==> src/rtl/drive_source_arbiter.sv <==
// rtl/drive_source_arbiter.sv - grants the car's motion inputs to manual, semi-auto or auto with a forced stop window
// Optional MOTION_ARB_REVERSE_EN lets the manual source drive move_backward_signal.
module drive_source_arbiter #(
  parameter int STOP_CYCLES = 10_000_000
) (
  input  logic       clk,
  input  logic       rst,
  input  logic       power_on,
  input  logic [1:0] mode,
  input  logic       man_fwd,
  input  logic       man_back,
  input  logic       man_left,
  input  logic       man_right,
  input  logic       semi_fwd,
  input  logic       semi_left,
  input  logic       semi_right,
  input  logic       auto_fwd,
  input  logic       auto_left,
  input  logic       auto_right,
  output logic       move_forward_signal,
  output logic       move_backward_signal,
  output logic       turn_left_signal,
  output logic       turn_right_signal,
  output logic [1:0] active_mode,
  output logic [1:0] state,
  output logic       switching
);

  localparam int CW = $clog2(STOP_CYCLES + 1);
  localparam logic [CW-1:0] RELOAD = CW'(STOP_CYCLES - 1);

  typedef enum logic [1:0] {
    IDLE = 2'b00,
    STOP = 2'b01,
    RUN  = 2'b10
  } state_t;

  state_t        cur_state;
  logic [CW-1:0] cnt;
  logic [1:0]    mode_prev;

  logic sel_fwd, sel_back, sel_left, sel_right;
  logic nxt_fwd, nxt_back, nxt_left, nxt_right;

  always_comb begin
    sel_fwd   = 1'b0;
    sel_back  = 1'b0;
    sel_left  = 1'b0;
    sel_right = 1'b0;
    case (active_mode)
      2'b00: begin
        sel_fwd   = man_fwd;
        sel_left  = man_left;
        sel_right = man_right;
`ifdef MOTION_ARB_REVERSE_EN
        sel_back  = man_back;
`endif
      end
      2'b01: begin
        sel_fwd   = semi_fwd;
        sel_left  = semi_left;
        sel_right = semi_right;
      end
      2'b10: begin
        sel_fwd   = auto_fwd;
        sel_left  = auto_left;
        sel_right = auto_right;
      end
      default: ;
    endcase
  end

`ifndef MOTION_ARB_REVERSE_EN
  logic unused_man_back;
  assign unused_man_back = man_back;
`endif

  // Opposing requests cancel each other rather than picking a winner.
  assign nxt_fwd   = sel_fwd & ~sel_back;
  assign nxt_back  = sel_back & ~sel_fwd;
  assign nxt_left  = sel_left & ~sel_right;
  assign nxt_right = sel_right & ~sel_left;

  always_ff @(posedge clk) begin
    if (rst) begin
      cur_state            <= IDLE;
      cnt                  <= '0;
      mode_prev            <= 2'b00;
      active_mode          <= 2'b00;
      switching            <= 1'b0;
      move_forward_signal  <= 1'b0;
      move_backward_signal <= 1'b0;
      turn_left_signal     <= 1'b0;
      turn_right_signal    <= 1'b0;
    end else if (!power_on) begin
      cur_state            <= IDLE;
      cnt                  <= '0;
      switching            <= 1'b0;
      move_forward_signal  <= 1'b0;
      move_backward_signal <= 1'b0;
      turn_left_signal     <= 1'b0;
      turn_right_signal    <= 1'b0;
    end else begin
      case (cur_state)
        IDLE: begin
          cur_state <= STOP;
          cnt       <= RELOAD;
          mode_prev <= mode;
          switching <= 1'b1;
        end
        STOP: begin
          mode_prev            <= mode;
          move_forward_signal  <= 1'b0;
          move_backward_signal <= 1'b0;
          turn_left_signal     <= 1'b0;
          turn_right_signal    <= 1'b0;
          // A valid mode arriving after an expired window spent on 11 is granted immediately.
          if (cnt == '0 && mode != 2'b11 && (mode == mode_prev || mode_prev == 2'b11)) begin
            cur_state   <= RUN;
            active_mode <= mode;
            switching   <= 1'b0;
          end else if (mode != mode_prev) begin
            cnt <= RELOAD;
          end else if (cnt != '0) begin
            cnt <= cnt - 1'b1;
          end
        end
        RUN: begin
          if (mode != active_mode) begin
            cur_state            <= STOP;
            cnt                  <= RELOAD;
            mode_prev            <= mode;
            switching            <= 1'b1;
            move_forward_signal  <= 1'b0;
            move_backward_signal <= 1'b0;
            turn_left_signal     <= 1'b0;
            turn_right_signal    <= 1'b0;
          end else begin
            move_forward_signal  <= nxt_fwd;
            move_backward_signal <= nxt_back;
            turn_left_signal     <= nxt_left;
            turn_right_signal    <= nxt_right;
          end
        end
        default: begin
          cur_state <= IDLE;
          switching <= 1'b0;
        end
      endcase
    end
  end

  assign state = cur_state;

endmodule

==> config.mk <==
export PLATFORM = sky130hd
export DESIGN_NAME = drive_source_arbiter
export DESIGN_NICKNAME = d
export VERILOG_FILES = /design/src/rtl/drive_source_arbiter.sv
export SDC_FILE = /design/constraint.sdc
export NUM_CORES = 1
export LEC_CHECK = 0
export ABC_CLOCK_PERIOD_IN_PS = 2700
export CAP_MARGIN = 20
export CELL_PAD_IN_SITES_DETAIL_PLACEMENT = 1
export CELL_PAD_IN_SITES_GLOBAL_PLACEMENT = 1
export CORE_MARGIN = 10
export CORE_UTILIZATION = 42
export CTS_CLUSTER_SIZE = 20
export DETAILED_ROUTE_END_ITERATION = 8
export PLACE_DENSITY = 0.84
export SETUP_SLACK_MARGIN = 0.02
export SKIP_CTS_REPAIR_TIMING = 1
export SYNTH_ARGS = -nofsm -noshare
export SYNTH_HDL_FRONTEND = slang
export SYNTH_SLANG_ARGS = --single-unit
export TNS_END_PERCENT = 100
==> constraint.sdc <==
create_clock -name clk -period 2.7 [get_ports clk]
set_input_delay 0.405 -clock clk [delete_from_list [all_inputs] [get_ports clk]]
set_output_delay 0.405 -clock clk [all_outputs]
set_load 0.01 [all_outputs]
* After elaboration in Yosys (flattened, before gate mapping)
Cells that the tools add are included.
** Cells by class
- $add $sub $neg :: 1
- Eq/ne operators :: 13
- Multiplexer cells :: 22
- Bitwise operators :: 5
- Reductions and logical operators :: 16
** Operators by type and width (number)
- $mux 24 :: 4
- $pmux 24 s3 :: 1
- $logic_not 24->1 :: 1
- $reduce_bool 24->1 :: 1
- $sub 24x1->24 const B :: 1
- $pmux 1 s3 :: 4
- $ne 2x2->1 const B :: 4
- $eq 2x2->1 const B :: 3
- $mux 2 :: 3
- $pmux 1 s2 :: 3
- $pmux 2 s3 :: 1
- $reduce_and 3->1 :: 2
- $mux 1 :: 5
- $eq 2x1->1 const B :: 2
- $logic_not 2->1 :: 2
- $ne 2x2->1 :: 2
- $pmux 2 s2 :: 1
- $reduce_and 4->1 :: 1
- $reduce_bool 2->1 :: 2
- $reduce_or 2->1 :: 2
- $ne 3x3->1 const B :: 1
- $not 1->1 :: 3
- $reduce_bool 3->1 :: 1
- $and 1x1->1 :: 2
- 4 further kinds :: 5
** Word-level totals
- Flip-flop bits (word level) :: 34
- Output and inout bits :: 9
- Logic and storage cells :: 65

* Longest topological paths before layout
- Word-level depth :: 6
- Depth in mapped cells :: 9

* Least setup slack after synthesis
OpenSTA, ideal clock, no wires.
- Kind :: reg2reg
- Start :: register cnt[16]
- End :: register cnt[19]
- Library setup time :: 0.088 ns
- Arrival time :: 2.216 ns
- Required time :: 2.612 ns
- Path slack :: 0.396 ns
- Cell stages (with the launch flop) :: 8
- Buffers on the path :: 1
- Clock period less this slack :: 2.304 ns
- Path through :: dfxtp_1 > or3_4 > or4b_4 > nor3_4 > a21oi_2 > and2_4 > buf_6 > a311oi_2
** On the way
- Longest elaborated chain between the ends :: 5
- Elaborated cells between the ends (all ways) :: 12
- Those cells by class :: add/sub: 1; eq/ne: 2; mux: 4; reduce/logical: 5
** Ends and longest elaborated chain
- start: declaration :: line 39 : logic [CW-1:0] cnt;
- start signal: assignment :: line 125 : cnt <= cnt - 1'b1;
- $sub 24x1->24 / $logic_not 24->1 (equally long branches) :: line 125, 118
- $mux 24 / $logic_and 1x1->1 (equally long branches) :: line 124, 118
- $mux 24 / $logic_and 1x1->1 (equally long branches) :: line 122, 118
- $mux 24 / $ne 2x2->1 (equally long branches)
- $pmux 24 s3 / $reduce_and 4->1 (equally long branches)
Parallel ways exist; a longest one is shown, timed or not. The select of a mux whose other input is x is not followed.
A chain may end at the register's enable or synchronous reset.

* Final worst setup path
- Start :: register cnt[16]
- End :: register cnt[2]
** On the way
- Longest elaborated chain between the ends :: 5
- Elaborated cells between the ends (all ways) :: 7
- Those cells by class :: eq/ne: 2; reduce/logical: 5
** Ends and longest elaborated chain
- $logic_not 24->1 :: line 118 : if (cnt == '0 && mode != 2'b11 && (mode == mode_prev || mode_prev == 2'b11)) begin
- $logic_and 1x1->1 (2 in series) :: line 118
- $ne 2x2->1 (no line)
- $reduce_and 4->1 (no line) *
Mark *: on every way between the ends. The rest lies on a longest branch, timed or not.

==> impl_metrics.py <==
metrics = {
    "outcome": {
        "status": "finished clean",
    },
    "worst_setup_path": {
        "crit_fanout": 13,
        "end_kind": "flop",
        "critPathKind": "flop to flop",
        "cp.required_ps": 2890,
        "cp.arrival_ps": 2640,
        "crit-reg2reg-launch": "cnt[16]",
        "setup.worst_path.start": "cnt[16]",
        "worstReg2RegEnd": "cnt[2]",
        "r2r_slack_ps": 250,
        "rr_worst_depth": 6,
        "start_kind": "flop",
    },
    "routing": {
        "drt-initial-drc-count": 99,
        "ant_nets": 0,
        "vias": 1818,
        "viasPerCell": 5.83,
        "post_drt_wl_per_cell_um": 16.5,
        "wl_mm": 5.16,
        "firstDrtPassIters": 4,
        "drc": 0,
    },
    "sta": {
        "fmax_mhz": 409,
        "report.final.hold_viol_count": 0,
        "maxSlewHeadroom_pct": 57.7,
        "setup_viol": 0,
        "skew_ps": 7.36,
        "rsz0062_at_grt": "no",
        "min_period_ps": 2450,
        "tightest_slew_ps": 629,
        "setup_slack_ps": 254,
        "min_period_over_period_pct": 90.6,
        "fin_setup_tns_ps": 0,
        "slew_violations": 0,
    },
    "pwr": {
        "peakVddDrop_v": 0.000260,
        "cellInternalPower_uw": 789,
        "power.net_switching_uw": 339,
        "p_leak_nw": 0.847,
        "power_density_mw_per_mm2": 478,
        "power.total_mw": 1.13,
        "pwr-share-seq_pct": 47.0,
        "comb_power_share_pct": 20.4,
        "clkPwrFrac_pct": 32.6,
        "switching_share_pct": 30.1,
    },
    "min_path": {
        "min-delay-start": "turn_left_signal",
        "holdPathEnd": "turn_left_signal",
        "worstHoldPathType": "flop to flop",
        "hold_path_depth": 2,
    },
    "grt": {
        "antenna_found_initial": 0,
        "grt_max_degree": 20,
        "grt_pass1_vias": 1850,
        "grt_pass1_wl_mm": 8.95,
        "overflow": 0,
        "globalRouteTotalUtil_pct": 14.2,
    },
    "synthesis": {
        "yosys.area_share.simple_pct": 26.0,
        "synth_ff_type": "dfxtp_1",
        "synth_area_mm2": 0.00198,
        "synth_edf_count": 0,
        "syn_avg_cell_area_um2": 8.50,
        "synthCells": 233,
        "ys_seq_elements": 33,
        "synth_mux_area_share_pct": 3.54,
        "async_reset_ff_share_pct": 0,
        "synth_compound_area_share_pct": 22.6,
        "ys_types": 47,
        "yosys.area_share.adder_pct": 3.79,
        "synth_top_family_by_area": "simple AND/OR/NAND/NOR gates",
        "synth_xor_area_share_pct": 6.19,
        "yosysWarnings": 0,
        "ys_seq_area_share_pct": 33.4,
        "syn-num-nets": 254,
    },
    "place": {
        "dp_worst_setup_slack_ps": 77.1,
        "place_hpwl_mm": 3.88,
        "place_area_mm2": 0.00227,
        "globalplace.congestion": 0.780,
        "port_buffers": 21,
        "placedCellCount": 304,
    },
    "die": {
        "row_count": 24,
        "io_pins": 24,
        "coreArea_mm2": 0.00447,
        "die_w_um": 88.7,
        "die_area_mm2": 0.00786,
        "dieHeight_um": 88.7,
        "start_util_pct": 44.3,
    },
    "clock_tree": {
        "cts.sinks": 33,
        "clock_latency_ps": 290,
        "h-tree-depth": 2,
        "cts_tree": "yes",
        "cts_buffers": 5,
        "clock_tree.root_cell": "clkbuf_8",
        "clkSlewWorstSetupHoldPaths_ps": 70,
        "ctsLongestPathBuffers": 2,
    },
    "layout": {
        "antenna_cells": 0,
        "final_layout_size_suffix_gt1_share_pct": 13.8,
        "syn_to_final_growth_pct": 19.0,
        "design_area_mm2": 0.00236,
        "fin_cells": 312,
        "nNetsFinal": 280,
    },
    "run": {
        "drv_cap": 0,
    },
}
how the worst max path moves through the flow:
stage,cells past startpoint,slack (ps),to
2_1_floorplan,7,400,cnt[19]
3_3_place_gp,7,160,cnt[18]
3_5_place_dp,7,80,cnt[18]
4_1_cts,6,250,cnt[2]
5_1_grt,6,130,cnt[2]
6_report,6,250,cnt[2]
stage by stage:
step / utilization, % / hold slack [ps]
global placement: 50.8 / 455
detailed placement: 50.8 / 462
global route: 52.7 / 492
finish: 52.7 / 473
floorplan: - / 467
CTS: 52.7 / 472
synthesized netlist by cell type, drive strengths merged (2+ instances only):
master / instances / area share [%]
nor4: 6 / 1.9
o21bai: 2 / 0.76
buf: 4 / 1.5
nand2b: 9 / 2.8
xnor2: 8 / 3.5
nand4: 4 / 1.3
nor3: 10 / 3.1
nor2b: 4 / 1.3
nor2: 29 / 5.5
a211oi: 3 / 1.4
a21oi: 21 / 5.5
o21ai: 12 / 3.0
nor3b: 3 / 1.1
inv: 7 / 1.3
ha: 6 / 3.8
nand3: 6 / 1.5
a311oi: 13 / 8.6
xor2: 6 / 2.7
nand2: 10 / 1.9
or3: 4 / 1.5
or4: 2 / 0.76
clkbuf: 8 / 1.5
mux2i: 7 / 3.5
dfxtp: 33 / 33
and2: 2 / 0.76
sequential cells by signal (all words and copies together) (netlist names):
register             flops
cnt                     24
active_mode              2
mode_prev                2
move_forward_signal      1
state                    1
switching                1
turn_left_signal         1
turn_right_signal        1
logic make-up after synthesis:
logic type	count (synthesis)
AO/OA/AOI/OAI	58
AND/OR/NAND/NOR	95
adder cells (fa/ha/maj)	6
multiplexers	7
other	1
buffers and inverters	19
XOR/XNOR	14
flip-flops	33
layout make-up:
type | instances | area, um2
Fill cell | 556 | 2120
Multi-Input combinational cell | 181 | 1230
Sequential cell | 33 | 661
Timing Repair Buffer | 31 | 285
Clock buffer | 5 | 68.8
Tap cell | 52 | 65.1
Inverter | 7 | 26.3
Clock inverter | 3 | 17.5
worst max-delay path: stages, from the launching register on:
cell and delay (ps):
dfxtp_1 350, or3_4 400, or4b_4 540, nor3_4 290, a21oi_2 170, and2_4 280
a311oi_1 310
routing by layer:
| metal | wire, um | GRT usage, % |
|---|---|---|
| met1 | 2500 | 17.9 |
| met2 | 2510 | 23.7 |
| met3 | 90 | 2.76 |
| met4 | 64 | 4.70 |
| met5 | 0 | 0 |
layout by cell type (no fill, tap or decap), types with 4 or more instances in the layout:
master / instances
ha_1: 6
clkbuf_8: 5
xnor2_1: 8
nor4_1: 6
a21oi_1: 20
nor2_1: 29
clkdlybuf4s50_1: 21
inv_1: 7
xor2_1: 6
nand2_1: 10
buf_4: 10
a311oi_1: 4
nand2b_1: 9
o21ai_0: 12
nor3_1: 9
mux2i_1: 7
nor2b_1: 4
dfxtp_1: 33
a311oi_2: 9
nand4_1: 4
nand3_1: 6
power by group through the flow:
stage	clock, mW	combinational (mW)	sequential, mW
2_1_floorplan	0	0.156	0.534
3_3_place_gp	0	0.221	0.539
3_5_place_dp	0	0.228	0.540
4_1_cts	0.379	0.231	0.529
5_1_grt	0.405	0.255	0.534
6_report	0.368	0.230	0.530
No activity file was read; power rests on OpenSTA's default activity.
